`src/rtl/updown_count_ctrl_pkg.sv`:
```
// -----------------------------------------------------------------------------
// updown_count_ctrl_pkg
// Shared definitions for the up/down counter sequencer:
//   - state_t     : controller FSM states
//   - MODE_*      : command mode encodings (2'b11 behaves as MODE_SHORT)
//   - mod_dist()  : modular distance "to_val - from_val" on a given bit width
// -----------------------------------------------------------------------------
package updown_count_ctrl_pkg;

    typedef enum logic [1:0] {
        IDLE = 2'd0,
        RUN  = 2'd1,
        DONE = 2'd2
    } state_t;

    localparam logic [1:0] MODE_SHORT = 2'b00;
    localparam logic [1:0] MODE_UP    = 2'b01;
    localparam logic [1:0] MODE_DOWN  = 2'b10;

    // Widest counter the distance helper supports.
    localparam int MAX_W = 16;

    // Distance travelled counting upward from from_val to to_val, modulo
    // 2^width. Callers zero-extend their operands to MAX_W bits and truncate
    // the result back to their own width.
    function automatic logic [MAX_W-1:0] mod_dist(
        input logic [MAX_W-1:0] from_val,
        input logic [MAX_W-1:0] to_val,
        input int unsigned      width
    );
        logic [MAX_W-1:0] mask;
        mask = '1;
        mask = mask >> (MAX_W - width);
        return (to_val - from_val) & mask;
    endfunction

endpackage

```
`src/rtl/updown_cnt.sv`:
```
// -----------------------------------------------------------------------------
// updown_cnt
// W-bit up/down counter register, wrapping modulo 2^W.
// Ports:
//   clk  : clock, all updates on the rising edge
//   CLR  : synchronous active-high clear (q <= 0)
//   en   : step enable; q holds when low
//   up   : step direction, 1 = increment, 0 = decrement
//   q    : current count
// -----------------------------------------------------------------------------
module updown_cnt #(
    parameter int W = 2
) (
    input  logic         clk,
    input  logic         CLR,
    input  logic         en,
    input  logic         up,
    output logic [W-1:0] q
);

    logic [W-1:0] r_q;

    always_ff @(posedge clk) begin
        if (CLR) begin
            r_q <= '0;
        end else if (en) begin
            r_q <= up ? (r_q + W'(1)) : (r_q - W'(1));
        end
    end

    assign q = r_q;

endmodule

```
`src/rtl/updown_count_ctrl.sv`:
```
// -----------------------------------------------------------------------------
// updown_count_ctrl
// Sequencer that owns an up/down counter. A target command is accepted over a
// valid/ready handshake; the counter is then stepped once per clock (shortest
// path, or forced up/down) until it reaches the target, after which a
// one-cycle done pulse is issued. abort ends a run early.
// Ports:
//   clk        : clock
//   CLR        : synchronous active-high reset, overrides everything
//   cmd_valid  : command present
//   cmd_ready  : command can be accepted (IDLE only)
//   cmd_target : requested final count
//   cmd_mode   : 00 shortest, 01 force up, 10 force down, 11 as 00
//   abort      : stop an in-progress run
//   q          : current counter value
//   dir        : step direction, 1 = up
//   busy       : high while running
//   done       : one-cycle completion pulse
//   aborted    : qualifies done; 1 when the run was ended by abort
//   steps      : steps taken in the current or last run
// -----------------------------------------------------------------------------
module updown_count_ctrl
    import updown_count_ctrl_pkg::*;
#(
    parameter int W = 2
) (
    input  logic         clk,
    input  logic         CLR,
    input  logic         cmd_valid,
    output logic         cmd_ready,
    input  logic [W-1:0] cmd_target,
    input  logic [1:0]   cmd_mode,
    input  logic         abort,
    output logic [W-1:0] q,
    output logic         dir,
    output logic         busy,
    output logic         done,
    output logic         aborted,
    output logic [W:0]   steps
);

    // One full lap: 2^W steps, needs the extra bit of the distance width.
    localparam logic [W:0] FULL_LAP = {1'b1, {W{1'b0}}};

    state_t       r_state;
    state_t       w_state_next;

    logic         r_dir;
    logic [W:0]   r_remaining;
    logic [W:0]   r_steps;
    logic         r_aborted;

    logic         w_accept;
    logic [W-1:0] w_up_dist;
    logic [W-1:0] w_dn_dist;
    logic [W:0]   w_dist;
    logic         w_dir_cmd;
    logic         w_arrive;
    logic         w_stop;
    logic         w_en;

    // ---------------------------------------------------------------- datapath
    assign w_accept  = cmd_valid && cmd_ready;
    assign w_up_dist = W'(mod_dist(MAX_W'(q), MAX_W'(cmd_target), W));
    assign w_dn_dist = W'(mod_dist(MAX_W'(cmd_target), MAX_W'(q), W));

    // Direction and distance for the command on the input pins.
    always_comb begin
        w_dir_cmd = 1'b1;
        w_dist    = '0;
        case (cmd_mode)
            MODE_UP: begin
                w_dir_cmd = 1'b1;
                w_dist    = (w_up_dist == '0) ? FULL_LAP : {1'b0, w_up_dist};
            end
            MODE_DOWN: begin
                w_dir_cmd = 1'b0;
                w_dist    = (w_dn_dist == '0) ? FULL_LAP : {1'b0, w_dn_dist};
            end
            default: begin
                // Shortest path; equal distances resolve upward.
                if (w_up_dist <= w_dn_dist) begin
                    w_dir_cmd = 1'b1;
                    w_dist    = {1'b0, w_up_dist};
                end else begin
                    w_dir_cmd = 1'b0;
                    w_dist    = {1'b0, w_dn_dist};
                end
            end
        endcase
    end

    // The step on the edge where only one remains is the arrival; an abort on
    // that same edge loses to it.
    assign w_arrive = (r_remaining == (W+1)'(1));
    assign w_stop   = abort && !w_arrive;
    assign w_en     = (r_state == RUN) && !w_stop;

    always_ff @(posedge clk) begin
        if (CLR) begin
            r_dir       <= 1'b1;
            r_remaining <= '0;
            r_steps     <= '0;
            r_aborted   <= 1'b0;
        end else if (w_accept) begin
            r_dir       <= w_dir_cmd;
            r_remaining <= w_dist;
            r_steps     <= '0;
            r_aborted   <= 1'b0;
        end else if (r_state == RUN) begin
            if (w_stop) begin
                r_aborted <= 1'b1;
            end else begin
                r_steps     <= r_steps + (W+1)'(1);
                r_remaining <= r_remaining - (W+1)'(1);
            end
        end
    end

    updown_cnt #(
        .W (W)
    ) u_cnt (
        .clk (clk),
        .CLR (CLR),
        .en  (w_en),
        .up  (r_dir),
        .q   (q)
    );

    // --------------------------------------------------------------------- FSM
    always_ff @(posedge clk) begin
        if (CLR) begin
            r_state <= IDLE;
        end else begin
            r_state <= w_state_next;
        end
    end

    always_comb begin
        w_state_next = r_state;
        case (r_state)
            IDLE: begin
                if (w_accept) begin
                    w_state_next = (w_dist == '0) ? DONE : RUN;
                end
            end
            RUN: begin
                if (w_arrive || abort) begin
                    w_state_next = DONE;
                end
            end
            DONE:    w_state_next = IDLE;
            default: w_state_next = IDLE;
        endcase
    end

    always_comb begin
        cmd_ready = (r_state == IDLE);
        busy      = (r_state == RUN);
        done      = (r_state == DONE);
    end

    assign dir     = r_dir;
    assign steps   = r_steps;
    assign aborted = r_aborted;

endmodule

```
`config.mk`:
```
export PLATFORM = sky130hd
export DESIGN_NAME = updown_count_ctrl
export DESIGN_NICKNAME = d
export VERILOG_FILES = /design/src/rtl/updown_count_ctrl_pkg.sv /design/src/rtl/updown_cnt.sv /design/src/rtl/updown_count_ctrl.sv
export SDC_FILE = /design/constraint.sdc
export NUM_CORES = 1
export LEC_CHECK = 0
export ABC_AREA = 1
export BUFFER_PORTS_ARGS = -buffer_cell sky130_fd_sc_hd__buf_2
export CELL_PAD_IN_SITES_DETAIL_PLACEMENT = 1
export CELL_PAD_IN_SITES_GLOBAL_PLACEMENT = 1
export CORE_UTILIZATION = 34
export DETAILED_ROUTE_END_ITERATION = 10
export PLACE_DENSITY_LB_ADDON = 0.1
export SLEW_MARGIN = 20
export SYNTH_ARGS = -nofsm -noshare
export SYNTH_HDL_FRONTEND = slang
export SYNTH_SLANG_ARGS = --single-unit
export TNS_END_PERCENT = 5
```
`constraint.sdc`:
```
create_clock -name clk -period 3 [get_ports clk]
set_input_delay 0 -clock clk [delete_from_list [all_inputs] [get_ports clk]]
set_output_delay 0 -clock clk [all_outputs]
set_load 0.02 [all_outputs]
```
=== Yosys cells after proc, flatten, opt, wreduce, memory -nomap -nowiden ===
Index checks and enable logic that the tools add are counted.

* Bits of input ports: 8
* Register bits: 12
* Word-level logic and storage cells: 52

* $add $sub $neg: 6
* Bitwise operators: 1
* Multiplexer cells: 14
* $lt $le $gt $ge: 1
* Eq/ne operators: 8
* Reductions and logical operators: 16

{| class="wikitable"
|+ Operators with widths
! operator !! number
|-
| 3-bit 2-to-1 mux || 5
|-
| 2-bit 2-to-1 mux || 5
|-
| 2-bit AND reduction || 4
|-
| 2-bit logical NOT || 3
|-
| 3-bit case mux with 2 select lines || 1
|-
| 2-bit by 1-bit equality test with 1-bit output (second input constant) || 2
|-
| 2-bit equality test (second input constant) || 2
|-
| 2-bit by 1-bit != test with 1-bit output (second input constant) || 2
|-
| 2-bit case mux with 2 select lines || 1
|-
| 2-bit subtractor || 2
|-
| 3-bit by 1-bit adder with 3-bit output (second input constant) || 1
|-
| 3-bit by 1-bit equality test with 1-bit output (second input constant) || 1
|-
| 1-bit logical AND || 3
|-
| 3-bit logical NOT || 1
|-
| 3-bit by 1-bit subtractor with 3-bit output (second input constant) || 1
|-
| 2-bit by 1-bit adder with 2-bit output (second input constant) || 1
|-
| 2-bit <= comparator || 1
|-
| 1-bit logical NOT || 2
|-
| 2-bit != test (second input constant) || 1
|-
| 1-bit case mux with 2 select lines || 1
|-
| 2-bit nonzero test || 1
|-
| 2-bit OR reduction || 1
|-
| 2-bit by 1-bit subtractor with 2-bit output (second input constant) || 1
|-
| 1-bit logical OR || 1
|-
| other kinds (2) || 2
|}

=== Longest topological paths before layout ===
Gate-level depths: netlist of run 1.

* Depth after elaboration: 8
* Mapped depth: 10

=== By module ===
A second synthesis of run 1 with hierarchy kept.

* Cell total of the unflattened synthesis: 127
* Area, all modules: 863.3 um^2

{| class="wikitable"
|+ By module, submodules not included
! module !! area an instance (um^2) !! seq. area each (um^2) !! cells each !! instances
|-
| updown_count_ctrl || 759.5 || 200.2 || 111 || 1
|-
| updown_cnt || 103.8 || 40.0 || 16 || 1
|}

=== Worst setup path after synthesis of run 1 ===
Ideal clock, no wire load.

* Path kind: register to register
* From: register u_cnt.r_q[0], in the netlist u_cnt.q[0]
* To: register r_state[0]
* Path buffers: 0
* Arrival: 1.279 ns
* Slack: 1.604 ns
* Cell stages (with the launch flop): 9
* Cells stage by stage: dfxtp_1 -> ha_1 -> inv_1 -> nor2_1 -> and2_1 -> nor2_1 -> nand3_1 -> nand2_1 -> a21oi_1

* Longest elaborated chain between the ends: 8
* Elaborated cells on any way between the ends: 13
* Those cells by class: add/sub: 2; order compare: 1; mux: 7; reduce/logical: 3

{| class="wikitable"
|+ Ends and longest elaborated chain
! element !! line !! RTL
|-
| start, declared || updown_cnt.sv:21 || <nowiki>logic [W-1:0] r_q;</nowiki>
|-
| start signal, assigned || updown_cnt.sv:27 || <nowiki>r_q <= up ? (r_q + W'(1)) : (r_q - W'(1));</nowiki>
|-
| 2-bit subtractor || updown_count_ctrl_pkg.sv:34 || <nowiki>return (to_val - from_val) & mask;</nowiki>
|-
| 2-bit <= comparator, or another cell as far along || updown_count_ctrl.sv:82 || <nowiki>if (w_up_dist <= w_dn_dist) begin</nowiki>
|-
| 2-bit 2-to-1 mux, or another cell as far along || updown_count_ctrl.sv:82 ||
|-
| 3-bit case mux with 2 select lines (*) || updown_count_ctrl.sv:71 || <nowiki>case (cmd_mode)</nowiki>
|-
| 3-bit logical NOT (*) || updown_count_ctrl.sv:144 || <nowiki>w_state_next = (w_dist == '0) ? DONE : RUN;</nowiki>
|-
| 2-bit 2-to-1 mux (*) || updown_count_ctrl.sv:144 ||
|-
| 2-bit 2-to-1 mux (*) || updown_count_ctrl.sv:143 || <nowiki>if (w_accept) begin</nowiki>
|-
| 2-bit case mux with 2 select lines (*) || updown_count_ctrl.sv:141 || <nowiki>case (r_state)</nowiki>
|-
| end signal, assigned || updown_count_ctrl.sv:135 || <nowiki>r_state <= w_state_next;</nowiki>
|-
| end, declared || updown_count_ctrl.sv:45 || <nowiki>state_t r_state;</nowiki>
|}

Mark *: on every way between the ends. The rest lies on a longest branch, timed or not. The select of a mux whose other input is x is not followed.
A chain may end at the register's enable or synchronous reset.

=== Final worst setup path of run 1 ===
Same ends and word-level chain as after synthesis.

==> reports/results.ini, run 1 <==
[setup_path]
endpoint_kind = register
crit_family = simple AND/OR/NAND/NOR gates
worst-path-max-fanout = 4
start_kind = register
cp_slowest_stage_delay_ns = 0.39
crit_chain = ha_1 -> inv_1 -> nor2_1 -> and2_1 -> nor2_1 -> nand3_1 -> nand2_1 -> a21oi_1
reg2reg_depth = 8
worst_ep_required_time_ns = 3.17
slowest_stage = dfxtp_1
crit_buf_inv = 1
path_class = reg -> reg
r2r_start = u_cnt.q[0]
r2r_slack_ns = 1.60
r2r-end = r_state[0]
crit_path_frequent_cell = nor2_1
arrival_ns = 1.57

[power]
power_density_mw_per_mm2 = 465
seqPwrFrac_pct = 41.1
p_int_uw = 297
leakage_nw = 0.490
total_power_uw = 450
swShare_pct = 34.0
peakVddDrop_mv = 0.233
net-switching-power_uw = 153
clkPwrFrac_pct = 28.8
combPwrFrac_pct = 30.1

[sta]
setup-tns-final_ns = 0
slew_headroom_pct = 83.9
max_freq_mhz = 714
period_share_pct = 46.7
finClkSkew_ns = 0.00204
worst_pin_slew_ns = 0.241
grt_setup_unrepaired = false
slew_viol_final = 0
finalHoldViolCount = 0
timing.final.ws_setup_ns = 1.60
setup_viol = 0
whs_ns = 0.0674
min_period_ns = 1.40

[placement]
dp_hpwl_um = 1490
numPortBuffers = 17
dp_slack_ns = 1.59
gp_congestion = 0.746

[floorplanning]
io_pins = 18
core_area_mm2 = 0.00221
die-area_mm2 = 0.00253
dieHeight_um = 50.3
die_w_um = 50.3
start_util_pct = 35.8
std_cell_rows = 17

[yosys]
synth_seq_cells = 12
synth_enable_flop_cells = 0
syn-cell-area_um2 = 792
yosysSeqAreaShare_pct = 30.3
yosysTopAreaCell = dfxtp_1
synth_top_area_share_pct = 30.3
synthTopCellsByArea = dfxtp_1, nand2_1, ha_1, inv_1, a21oi_1
ys_types = 25
postSynthAreaPerCell_um2 = 6.95
ys.flop_type = dfxtp_1
synthesis.yosys.warnings = 0
synth-async-reset-ratio_pct = 0
syn_nets = 129
syn_inst = 114

[cells_and_area]
antenna_cells = 0
mostFrequentLayoutCell = nand2_1
drive_gt1_share_pct = 22.6
layout.nets = 153
syn2layout_area_growth_pct = 22.3
layout_common_cells = nand2_1, buf_2, inv_1
utilization_pct = 43.8

[min_path]
min_to = r_remaining[0]
hold_path.startpoint = cmd_valid
worst_hold_path_type = in -> reg
hold_depth = 3

[clocking]
clk_pin_slew_worst_paths_ns = 0.08
cts_root_buf = clkbuf_4
cts_buffers = 3
cts-resized-gates = 0
cts_tree = built
cts.sinks = 12
cts-htree-levels = 1
cts_setup_buffers = 0
clk_latency_ns = 0.27
cts_max_path_buffers = 2
hold_buffers = 2

[outcome]
status = finished clean

[run]
cap_violations = 0

[route]
wl_um = 1820
wl_met3_um = 82
vias = 771
met2_length_um = 878
wl_met1_um = 848
first_pass_iters = 4
top_layer = met4
wl_per_cell_um = 11.0
drc = 0
via_per_inst = 4.67
first_iter_violations = 12
detail-route-antenna-nets = 0

[global_routing]
grt_use_total_pct = 16.7
grt_start_max_net_pins = 11
gr-total-overflow = 0
grt_pass1_vias = 687
antenna_found_initial = 0
grt_first_pass_wirelength_um = 3110

## sequential cells by signal, indices dropped and copies added (netlist names)
| signal | flops |
|---|---|
| dir | 1 |
| aborted | 1 |
| r_remaining | 3 |
| steps | 3 |
| r_state | 2 |
| u_cnt.q | 2 |
## how the worst max path moves through the flow
stage	start	to	cells after the start	slack (ns)
floorplan	u_cnt.q[0]	r_state[0]	8	1.60
global placement	u_cnt.q[0]	r_state[0]	8	1.64
detailed placement	u_cnt.q[0]	r_state[0]	8	1.59
CTS	u_cnt.q[0]	r_state[0]	8	1.58
global route	u_cnt.q[0]	r_state[0]	8	1.46
finish	u_cnt.q[0]	r_state[0]	8	1.60
## per-stage QoR
stage,instances,area (um2)
global route,165,968
floorplan,114,792
detailed placement,159,912
finish,165,968
global placement,159,912
CTS,165,968
## final cells by class
cell class                      count  area, um2
Timing Repair Buffer               19        105
Multi-Input combinational cell     83        479
Clock buffer                        4       36.3
Fill cell                         305       1240
Inverter                           19       72.6
Tap cell                           28       35.0
Sequential cell                    12        240
## tightest hold or removal path: cells and delay by family
kind	cells	cell delay (ns)
buffers and inverters	1	0.10
and+or+nand+nor	1	0.12
AOI/OAI and AO/OA	1	0.08
## per-layer routing
metal / vias up / track usage (%)
li1: 407 / -
met1: 347 / 21.0
met2: 15 / 27.1
met3: 2 / 5.45
met4: 0 / 4.29
met5: - / 0
## power by group through the flow
| stage | combinational (mW) | clock [mW] | sequential, mW |
|---|---|---|---|
| 2_1_floorplan | 0.0928 | 0 | 0.192 |
| 3_3_place_gp | 0.131 | 0 | 0.188 |
| 3_5_place_dp | 0.134 | 0 | 0.189 |
| 4_1_cts | 0.138 | 0.136 | 0.185 |
| 5_1_grt | 0.154 | 0.145 | 0.187 |
| 6_report | 0.136 | 0.130 | 0.185 |
## synthesized netlist by cell type (all sizes together), types with 2 or more instances
master  number
a21oi       11
xor2         2
nand2       30
o21ai        8
nor2         9
nand3        7
or2          2
ha           7
inv         18
dfxtp       12
## kinds of logic (layout without fill, tap and decap cells)
group / after synthesis / after routing / share of synthesized area [%]
buf+inv: 19 / 42 / 9.16
flops: 12 / 12 / 30.3
simple gates: 51 / 51 / 31.1
fa+ha+maj: 7 / 7 / 11.1
compound gates: 22 / 22 / 15.0
xor+xnor: 3 / 3 / 3.32
Note: power is estimated with default switching activity, not from simulation.
==> run 2, diff against run 1 <==
==> constraint.sdc (replaced) <==
create_clock -name clk -period 1.4 [get_ports clk]
set_input_delay 0 -clock clk [delete_from_list [all_inputs] [get_ports clk]]
set_output_delay 0 -clock clk [all_outputs]
set_load 0.02 [all_outputs]
==> run 2 against run 1 <==
Effect of this change:
- combinational power is 140% higher
- flip-flop and latch count stayed put
- worst hold slack worse by 0.020 ns
==> reports/results.ini, run 2 (synthesized netlist as in run 1, its figures left out) <==
[route]
met2_length_um = 979  ; +12%
first_pass_iters = 4  ; unchanged
wl_um = 1980  ; +9.1%
top_layer = met4
wl_met3_um = 73  ; -11%
first_iter_violations = 9  ; -3
via_per_inst = 4.78  ; +2.3%
wl_per_cell_um = 11.7  ; +6.5%
vias = 808  ; +4.8%
drc = 0  ; unchanged
detail-route-antenna-nets = 0  ; unchanged
wl_met1_um = 917  ; +8.1%

[setup_path]
crit_path_frequent_cell = nor2_1
r2r-end = r_state[0]
cp_slowest_stage_delay_ns = 0.34  ; -0.05 ns
worst-path-max-fanout = 4  ; unchanged
r2r_start = u_cnt.q[0]
slowest_stage = dfxtp_2
crit_chain = ha_1 -> inv_2 -> nor2_1 -> and2_1 -> nor2_1 -> nand3_1 -> nand2_1 -> a21oi_1
start_kind = register
reg2reg_depth = 8  ; unchanged
crit_family = simple AND/OR/NAND/NOR gates
worst_ep_required_time_ns = 1.57  ; -1.60 ns
arrival_ns = 1.50  ; -0.07 ns
r2r_slack_ns = 0.07  ; -1.53 ns
crit_buf_inv = 1  ; unchanged
path_class = reg -> reg
endpoint_kind = register

[clocking]
cts-htree-levels = 1  ; unchanged
cts.sinks = 12  ; unchanged
cts_root_buf = clkbuf_4
clk_latency_ns = 0.27  ; about the same
clk_pin_slew_worst_paths_ns = 0.08  ; about the same
cts_tree = built
cts_max_path_buffers = 2  ; unchanged
cts_buffers = 3  ; unchanged

[min_path]
hold_depth = 3  ; unchanged
hold_path.startpoint = abort
worst_hold_path_type = in -> reg
min_to = aborted

[placement]
numPortBuffers = 17  ; unchanged
gp_congestion = 0.741  ; -0.67%
dp_hpwl_um = 1510  ; +1.7%
dpl-instance-area_um2 = 920  ; +0.82%

[sta]
min_period_ns = 1.33  ; -0.0717 ns
setup_viol = 0  ; unchanged
slew_headroom_pct = 84.1  ; +0.17 points
period_share_pct = 95.0  ; +48 points
whs_ns = 0.0476  ; -0.0198 ns
max_freq_mhz = 752  ; +5.4%
slew_viol_final = 0  ; unchanged
finalHoldViolCount = 0  ; unchanged
setup-tns-final_ns = 0  ; unchanged
finClkSkew_ns = 0.00248  ; +0.000441 ns
worst_pin_slew_ns = 0.239  ; -0.00250 ns
grt_setup_unrepaired = true

[power]
peakVddDrop_mv = 0.860  ; +270%
leakage_nw = 0.508  ; +3.5%
power_density_mw_per_mm2 = 989  ; +110%
total_power_uw = 995  ; +120%

[cells_and_area]
mostFrequentLayoutCell = nand2_1
drive_gt1_share_pct = 28.4  ; +5.7 points
syn2layout_area_growth_pct = 27.0
layout_common_cells = nand2_1, buf_2, inv_1
antenna_cells = 0  ; unchanged
utilization_pct = 45.5  ; +1.7 points
final_area_mm2 = 0.00101  ; +3.9%
layout.nets = 157  ; +2.6%

[global_routing]
grt_use_total_pct = 17.7  ; +1.0 points
grt_first_pass_wirelength_um = 3370  ; +8.2%
grt_start_max_net_pins = 11  ; unchanged
grt_pass1_vias = 782  ; +14%
gr-total-overflow = 0  ; unchanged
antenna_found_initial = 0  ; unchanged

[floorplanning]
start_util_pct = 35.8  ; unchanged
die_w_um = 50.3  ; unchanged
dieHeight_um = 50.3  ; unchanged
std_cell_rows = 17  ; unchanged
core_area_mm2 = 0.00221  ; unchanged
io_pins = 18  ; unchanged
die-area_mm2 = 0.00253  ; unchanged

[run]
cap_violations = 0  ; unchanged

[outcome]
status = finished clean

## run 2: cell types whose count changed in the layout (fill, tap and decap cells not counted), sizes merged
cell,previous run,this run
dlygate4sd3,2,1
buf,17,21
nand2,30,31
## run 2: worst reg2reg max path, stage by stage, from the launching register on
cell	delay, ns
dfxtp_2	0.34
ha_1	0.29
inv_2	0.09
nor2_1	0.05
and2_1	0.14
nor2_1	0.08
nand3_1	0.11
nand2_1	0.07
a21oi_1	0.05
## run 2: per-layer routing
layer | vias to the layer above | global-route usage (%)
met5 | - | 0
met4 | 0 | 4.29
met3 | 2 | 5.45
met2 | 18 | 30.2
met1 | 367 | 21.3
li1 | 421 | -
## run 2: through the flow
step / setup WS (ns) / instances
after floorplan: 0.00424 / 114
after global placement: 0.0308 / 160
after detailed placement: -0.00258 / 160
after CTS: 0.0167 / 165
after global routing: -0.0349 / 169
final: 0.0707 / 169
## run 2: worst max-delay path by stage
| stage | from | endpoint | cells after the start |
|---|---|---|---|
| 2_1_floorplan | u_cnt.q[0] | r_state[0] | 8 |
| 5_1_grt | r_remaining[1] | steps[2] | 9 |
| 3_3_place_gp | u_cnt.q[0] | r_state[0] | 8 |
| 3_5_place_dp | u_cnt.q[0] | r_state[0] | 8 |
| 6_report | u_cnt.q[0] | r_state[0] | 8 |
| 4_1_cts | r_remaining[1] | steps[2] | 9 |
## run 2: timing repair
| action | CTS | global route |
|---|---|---|
| endpoints found under the setup margin | 1 | 7 |
| pin swaps | 0 | 1 |
| hold endpoints to repair | 3 | 0 |
| setup buffers | 0 | 3 |
| resized for setup | 1 | 4 |
| cloned | 0 | 1 |
| hold buffers | 1 | 0 |
## run 2: power breakdown
group / switching [mW] / internal [mW] / total [mW]
Combinational: 0.198 / 0.124 / 0.322
Sequential: 0.0258 / 0.370 / 0.396
Clock: 0.119 / 0.158 / 0.277
Total: 0.343 / 0.652 / 0.995
## run 2: cell type report
class,count,area (um2)
clock buffer,4,36.3
fill,316,1210
inverter,19,72.6
multi-input combinational,84,495
sequential,12,241
tap,28,35.0
timing repair buffer,22,125
==> run 3, diff against run 2 <==
--- a/config.mk
+++ b/config.mk
@@ -9,6 +9,7 @@
 export BUFFER_PORTS_ARGS = -buffer_cell sky130_fd_sc_hd__buf_2
 export CELL_PAD_IN_SITES_DETAIL_PLACEMENT = 1
 export CELL_PAD_IN_SITES_GLOBAL_PLACEMENT = 1
+export CORE_ASPECT_RATIO = 0.7
 export CORE_UTILIZATION = 34
 export DETAILED_ROUTE_END_ITERATION = 10
 export PLACE_DENSITY_LB_ADDON = 0.1
==> run 3 against run 2 <==
Effect of this change:
- global-route usage is 0.88 points higher
- die area rose by 0.11%
- sequential power about the same
- critical endpoint is now r_remaining[1]
- largest cell class unchanged
- largest power group unchanged
- highest routed layer is now met3
==> reports/results.ini, run 3 (synthesized netlist as in run 1, its figures left out) <==
[outcome]
status = finished clean

[placement]
gp_congestion = 0.776  ; +4.7%
dp_hpwl_um = 1660  ; +9.4%
numPortBuffers = 17  ; unchanged
numPlacedInstances = 164  ; +2.5%
dp_slack_ns = 0.0128  ; +0.0154 ns

[min_path]
worst_hold_path_type = in -> reg
min_to = aborted
hold_path.startpoint = abort
hold_depth = 3  ; unchanged

[sta]
grt_setup_unrepaired = true
finalHoldViolCount = 0  ; unchanged
slew_headroom_pct = 84.1  ; about the same
min_period_ns = 1.34  ; +0.00909 ns
timing.final.ws_setup_ns = 0.0616  ; -0.00909 ns
worst_pin_slew_ns = 0.238  ; -0.000617 ns
finClkSkew_ns = 0.00157  ; -0.000911 ns
max_freq_mhz = 747  ; -0.68%
whs_ns = 0.0115  ; -0.0362 ns
slew_viol_final = 0  ; unchanged
setup_viol = 0  ; unchanged
period_share_pct = 95.6  ; +0.65 points

[power]
leakage_nw = 0.509  ; +0.20%
power_density_mw_per_mm2 = 991  ; +0.23%
peakVddDrop_mv = 0.393  ; -54%

[clocking]
clk_pin_slew_worst_paths_ns = 0.08  ; about the same
cts.sinks = 12  ; unchanged
cts_max_path_buffers = 2  ; unchanged
cts-htree-levels = 1  ; unchanged
cts_buffers = 3  ; unchanged
cts_root_buf = clkbuf_4
cts_tree = built
clk_latency_ns = 0.27  ; about the same

[floorplanning]
core_area_mm2 = 0.00217  ; -1.8%
die_w_um = 59.7  ; +19%
std_cell_rows = 14  ; -3
die-area_mm2 = 0.00253  ; +0.11%
dieHeight_um = 42.4  ; -16%
start_util_pct = 36.5  ; +0.66 points
io_pins = 18  ; unchanged

[global_routing]
antenna_found_initial = 0  ; unchanged
grt_first_pass_wirelength_um = 3440  ; +2.0%
gr-total-overflow = 0  ; unchanged
grt_pass1_vias = 774  ; -1.0%
grt_use_total_pct = 18.5  ; +0.88 points
grt_start_max_net_pins = 11  ; unchanged

[setup_path]
worst-path-max-fanout = 4  ; unchanged
worst_ep_required_time_ns = 1.57  ; about the same
r2r_slack_ns = 0.06  ; about the same
r2r-end = r_remaining[1]
endpoint_kind = register
r2r_start = u_cnt.q[0]
path_class = reg -> reg
arrival_ns = 1.51  ; about the same
start_kind = register
reg2reg_depth = 8  ; unchanged

[cells_and_area]
final_cells = 172  ; +1.8%
layout_common_cells = nand2_1, buf_2, inv_1
drive_gt1_share_pct = 32.9  ; +4.5 points
antenna_cells = 0  ; unchanged
num-fill-cells = 299  ; -5.4%
mostFrequentLayoutCell = nand2_1
layout.nets = 156  ; -0.64%
regArea_um2 = 243  ; +0.52%
multi_input_area_um2 = 519  ; +4.8%
syn2layout_area_growth_pct = 29.9

[route]
wl_met1_um = 1060  ; +16%
vias = 812  ; +0.50%
wl_met3_um = 82  ; +12%
top_layer = met3
drc = 0  ; unchanged
wl_per_cell_um = 12.2  ; +3.8%
met2_length_um = 946  ; -3.4%
detail-route-antenna-nets = 0  ; unchanged
first_pass_iters = 4  ; unchanged
via_per_inst = 4.72  ; -1.3%
first_iter_violations = 27  ; +18
wl_um = 2090  ; +5.6%

[run]
cap_violations = 0  ; unchanged

## run 3: through the flow
stage           TNS, ns  total power [mW]  utilization, %  area [um2]
6_report              0              1.02            47.4        1030
5_1_grt         -0.0322              1.10            47.4        1030
4_1_cts        -0.00606             0.994            44.8         972
3_5_place_dp          0             0.707            42.6         925
3_3_place_gp          0             0.694            42.6         925
2_1_floorplan         0             0.611               -         792
## run 3: per-layer routing
layer	vias to the layer above	GRT usage, %
met1	379	25.4
met3	0	6.48
met5	-	0
met4	0	1.40
met2	14	29.1
li1	419	-
## run 3: what timing repair did
item,CTS,global route
gates cloned,0,1
resized for setup,1,13
hold buffers,1,0
endpoints found under the setup margin,2,8
buffers inserted,0,2
hold endpoints to repair,3,0
pin swaps,0,1
## run 3: final cells by class
| type | count | share of cell area (%) |
|---|---|---|
| multi-input cells | 84 | 50.5 |
| flip-flops and latches | 12 | 23.6 |
| repair buffers | 21 | 11.4 |
| inverters | 19 | 7.06 |
| well taps | 32 | 3.89 |
| clock buffers | 4 | 3.53 |
## run 3: worst max path at each step
stage                    from        endpoint  cells after the start
2_1_floorplan      u_cnt.q[0]      r_state[0]                      8
3_3_place_gp       u_cnt.q[0]      r_state[0]                      8
3_5_place_dp       u_cnt.q[0]      r_state[0]                      8
4_1_cts        r_remaining[1]  r_remaining[1]                      9
5_1_grt            u_cnt.q[0]  r_remaining[1]                     10
6_report           u_cnt.q[0]  r_remaining[1]                      8
## run 3: worst max-delay path, cell delays in order (launching register included)
cell and delay, ns:
dfxtp_2 0.35, ha_1 0.28, inv_2 0.05, o21ai_0 0.17
inv_1 0.05, nand2_1 0.09, nand2_1 0.06, a21oi_1 0.12
nor2_1 0.06
## run 3: where the power goes
group	switching (mW)	internal (mW)	total (mW)	leakage, nW
clock network	0.125	0.158	0.283	0.0210
registers	0.0277	0.370	0.398	0.0989
logic	0.210	0.129	0.339	0.389
total	0.363	0.657	1.02	0.509
